===== src/rtl/umul_bi_seq.sv =====
// Sequencer for one bipolar unary multiplier: load B, stream A, count ones.
// Optional UMUL_BI_SEQ_SIGNED_EN adds the two's complement bipolar result.
module umul_bi_seq #(
  parameter int BITWIDTH = 8
) (
  input  logic                iClk,
  input  logic                iRstN,
  input  logic                iStart,
  input  logic [BITWIDTH-1:0] iOpA,
  input  logic [BITWIDTH-1:0] iOpB,
  output logic                oReady,
  output logic                oA,
  output logic [BITWIDTH-1:0] oB,
  output logic                oLoadB,
  output logic                oClr,
  input  logic                iMult,
  output logic                oDone,
`ifdef UMUL_BI_SEQ_SIGNED_EN
  output logic [BITWIDTH+1:0] oResultBi,
`endif
  output logic [BITWIDTH:0]   oCount
);

  typedef enum logic [1:0] {
    IDLE,
    LOAD,
    RUN,
    DONE
  } state_t;

  state_t              state;
  logic [BITWIDTH-1:0] op_a;
  logic [BITWIDTH-1:0] op_b;
  logic [BITWIDTH-1:0] cnt;
  logic [BITWIDTH-1:0] cnt_nxt;
  logic                last;
  logic [BITWIDTH:0]   count_nxt;

  // van der Corput index: bit-reversed run counter
  function automatic logic [BITWIDTH-1:0] bitrev(
    input logic [BITWIDTH-1:0] v
  );
    logic [BITWIDTH-1:0] r;
    r = '0;
    for (int i = 0; i < BITWIDTH; i++) begin
      r[i] = v[BITWIDTH-1-i];
    end
    return r;
  endfunction

  assign cnt_nxt   = cnt + 1'b1;
  assign last      = &cnt;
  assign count_nxt = oCount + {{BITWIDTH{1'b0}}, iMult};
  assign oB        = op_b;

`ifdef UMUL_BI_SEQ_SIGNED_EN
  localparam logic [BITWIDTH+1:0] RES_MIN =
    {2'b11, {BITWIDTH{1'b0}}};
  localparam logic [BITWIDTH+1:0] RES_OFS =
    {2'b01, {BITWIDTH{1'b0}}};
`endif

  always_ff @(posedge iClk or negedge iRstN) begin
    if (!iRstN) begin
      state  <= IDLE;
      op_a   <= '0;
      op_b   <= '0;
      cnt    <= '0;
      oReady <= 1'b1;
      oA     <= 1'b0;
      oLoadB <= 1'b0;
      oClr   <= 1'b0;
      oDone  <= 1'b0;
      oCount <= '0;
`ifdef UMUL_BI_SEQ_SIGNED_EN
      oResultBi <= RES_MIN;
`endif
    end else begin
      unique case (state)
        IDLE: begin
          if (iStart) begin
            op_a   <= iOpA;
            op_b   <= iOpB;
            cnt    <= '0;
            oCount <= '0;
`ifdef UMUL_BI_SEQ_SIGNED_EN
            oResultBi <= RES_MIN;
`endif
            oReady <= 1'b0;
            oLoadB <= 1'b1;
            oClr   <= 1'b1;
            state  <= LOAD;
          end
        end
        LOAD: begin
          oLoadB <= 1'b0;
          oClr   <= 1'b0;
          oA     <= op_a > bitrev(cnt);
          state  <= RUN;
        end
        RUN: begin
          oCount <= count_nxt;
`ifdef UMUL_BI_SEQ_SIGNED_EN
          oResultBi <= {count_nxt, 1'b0} - RES_OFS;
`endif
          cnt <= cnt_nxt;
          if (last) begin
            oA    <= 1'b0;
            oDone <= 1'b1;
            state <= DONE;
          end else begin
            oA <= op_a > bitrev(cnt_nxt);
          end
        end
        DONE: begin
          oDone  <= 1'b0;
          oReady <= 1'b1;
          state  <= IDLE;
        end
      endcase
    end
  end

endmodule


===== config.mk =====
export PLATFORM = sky130hd
export DESIGN_NAME = umul_bi_seq
export DESIGN_NICKNAME = d
export VERILOG_FILES = /design/src/rtl/umul_bi_seq.sv
export SDC_FILE = /design/constraint.sdc
export NUM_CORES = 1
export LEC_CHECK = 0
export CORE_MARGIN = 3
export CORE_UTILIZATION = 56
export DETAILED_ROUTE_END_ITERATION = 12
export PLACE_DENSITY = 0.94
export SLEW_MARGIN = 10
export SYNTH_ARGS = -nofsm -noshare
export SYNTH_HDL_FRONTEND = slang
export SYNTH_SLANG_ARGS = --single-unit

===== constraint.sdc =====
create_clock -name iClk -period 4.58 [get_ports iClk]
set_clock_uncertainty 0.2 [all_clocks]
set_input_delay 0.687 -clock iClk [delete_from_list [all_inputs] [get_ports iClk]]
set_output_delay 0.687 -clock iClk [all_outputs]
set_load 0.005 [all_outputs]

==> flow_metrics.tcl <==
set metrics [dict create \
    timing.fmax_mhz 391 \
    place_area_sq_um 2610 \
    tightest_slew_ns 0.847 \
    cts-root-buf "clkbuf_8" \
    place.gp.congestion 0.893 \
    drv_cap 0 \
    path_clk_slew_ns 0.08 \
    synthArstFlopShare_pct 100 \
    synth_area_sq_um 2170 \
    hold_viol 0 \
    crit_chain "and3_1, and3_4, and3_4, xor2_2, ha_1, nand2b_1, a21oi_1, o21bai_1, a211o_1, a31oi_1" \
    crit_path_frequent_cell "and3_4" \
    cp_slowest_stage_delay_ns 0.47 \
    crit_start "cnt[2]" \
    cts_max_level 2 \
    num_io_pins 42 \
    critPathTopFamily "simple AND/OR/NAND/NOR gates" \
    synth_cell_types 38 \
    coreArea_sq_um 3520 \
    drive_gt1_share_pct 13.5 \
    start_util_pct 61.7 \
    synth_seq_cells 39 \
    overflow 0 \
    yosys_warnings 0 \
    reg2reg_slack_ns 2.02 \
    dp_hpwl_microns 3310 \
    syn_avg_cell_area_sq_um 10.8 \
    fin_crit_sh_pct 55.8 \
    cts_setup_buffers 0 \
    grt_max_degree 40 \
    cp-start-kind "register" \
    rr_startpoint "cnt[2]" \
    final_area_sq_um 2720 \
    pwr-share-seq_pct 48.2 \
    final_common_cell "clkdlybuf4s50_1" \
    syn_nets 244 \
    synth_edf_count 0 \
    diodes 0 \
    power_frac_clock_pct 33.9 \
    status "finished, final reports clean" \
    rows 21 \
    synth_area_leaders "dfrtp_1 44%, ha_1 13%, mux2_2 8.8%" \
    internal-power_uw 633 \
    synth_area_leader_cell "dfrtp_1" \
    ir_worst_vdd_mv 0.280 \
    fin_ws_ns 2.02 \
    crit_arrival_ns 2.58 \
    path_max_fanout 7 \
    clock_path_buffers 2 \
    synth_flop_cell "dfrtp_1" \
    totalWireLength_microns 4320 \
    pwr-share-comb_pct 17.8 \
    die_y_microns 68.3 \
    io_buffers 41 \
    grt_first_pass_wirelength_microns 7370 \
    dr_total_vias 1661 \
    antenna_found_initial 0 \
    dieWidth_microns 68.3 \
    leakage_uw 0.00128 \
    areaGrowthSynthToFinish_pct 25.2 \
    rsz0062_at_grt "no" \
    critPathBufInv 0 \
    finalCriticalPeriod_ns 2.56 \
    cts_tree "yes" \
    end_kind "register" \
    wire_per_inst_microns 14.8 \
    slew_viol_final 0 \
    cp_slowest_cell "dfrtp_1" \
    cts_buffers 5 \
    grt_pass1_vias 1709 \
    synth_cells 201 \
    design.die.area_sq_um 4660 \
    final_cell_mix "40 x clkdlybuf4s50_1, 38 x dfrtp_1, 23 x ha_1, 18 x nor2_1, 17 x mux2_2" \
    clk_latency_ns 0.30 \
    post_cts_resized 0 \
    track_usage_pct 21.1 \
    timing.hold.ws_ns 0.291 \
    switching_share_pct 26.0 \
    nNetsFinal 287 \
    yosysTopAreaCellShare_pct 43.8 \
    synth-seq-area-share_pct 45.0 \
    setup_tns_ns 0 \
    dpl_worst_slack_ns 1.88 \
    cts_sinks 39 \
    p_sw_uw 223 \
    cp.required_ns 4.60 \
    drcViolationCount 0 \
    fill_cells 247 \
    drtAntennaViolNets 0 \
    powerDensity_nw_per_um2 315 \
    hp-class "in -> async" \
    worst-setup-path-type "reg -> reg" \
    finalSetupViolCount 0 \
    relSlewSlack_pct 43.5 \
    first_pass_iters 4 \
    holdBufCountCts 0 \
    drt_iter0_markers 121 \
    viasPerCell 5.71 \
]
-- path summary, 6_finish.rpt --
kind / end / cells past startpoint
max: oA / 10
min: oCount[2] / 1
max reg2reg: oA / 10
min reg2reg: oB[7] / 1
max in group asynchronous: cnt[4] / 1
min in group iClk: oB[7] / 1
-- cell type report --
class	count	area, sq um	area share (%)
Sequential cell	39	977	36.0
Timing Repair Buffer	41	405	14.9
Multi-Input combinational cell	142	1110	40.8
Inverter	15	56.3	2.07
Clock inverter	3	43.8	1.61
Tap cell	46	57.6	2.12
Clock buffer	5	68.8	2.53
-- worst register-to-register path: stages (launching register included) --
cell and delay, ns:
dfrtp_1 0.47, and3_1 0.24, and3_4 0.20, and3_4 0.18, xor2_2 0.15, ha_1 0.18
nand2b_1 0.13, a21oi_1 0.17, o21bai_1 0.09, a211o_1 0.31, a31oi_1 0.17
-- state kept, by name, summed over array words and instances, names as in the netlist --
register / cells
state: 2
oDone: 1
oReady: 1
op_a: 8
oA: 1
cnt: 8
oClr: 1
oB: 8
oCount: 9
-- synth_stat cells, drive strengths merged (3+ instances only) --
master and number:
dfrtp 38, ha 23, mux2 18, nor2 18, inv 15, o21ai 10
a21oi 9, nand2 9, xnor2 8, nand3 7, nand4 6, buf 5
o22ai 5, and3 4, a32o 3, xor2 3
-- cells by family after synthesis --
family	after synthesis	synth area share, %
buf+inv	20	3.92
compound gates	37	11.0
mux	19	9.97
simple gates	52	12.1
fa+ha+maj	23	13.3
flops	39	45.0
xor+xnor	11	4.78
-- metrics by stage --
stage	util, %	instances	power, uW
detailed placement	74.0	283	574
floorplan	-	201	477
global route	77.2	291	902
finish	77.2	291	856
global placement	74.0	283	566
CTS	77.2	291	862
-- power groups by stage --
stage               Clock (uW)  Combinational [uW]  Sequential (uW)
global route               309                 173              420
detailed placement           0                 155              419
finish                     290                 153              413
floorplan                    0                60.9              416
global placement             0                 149              417
CTS                        294                 155              412
-- per-layer routing --
layer  part of all wire [%]  track usage (%)  up-vias
met5                      0                0        -
met4                   0.60             5.21        0
met3                    6.7             6.73        2
met2                     51             36.1       59
met1                     42             25.7      804
li1                       -                -      796
Note: power is estimated with default switching activity, not from simulation.
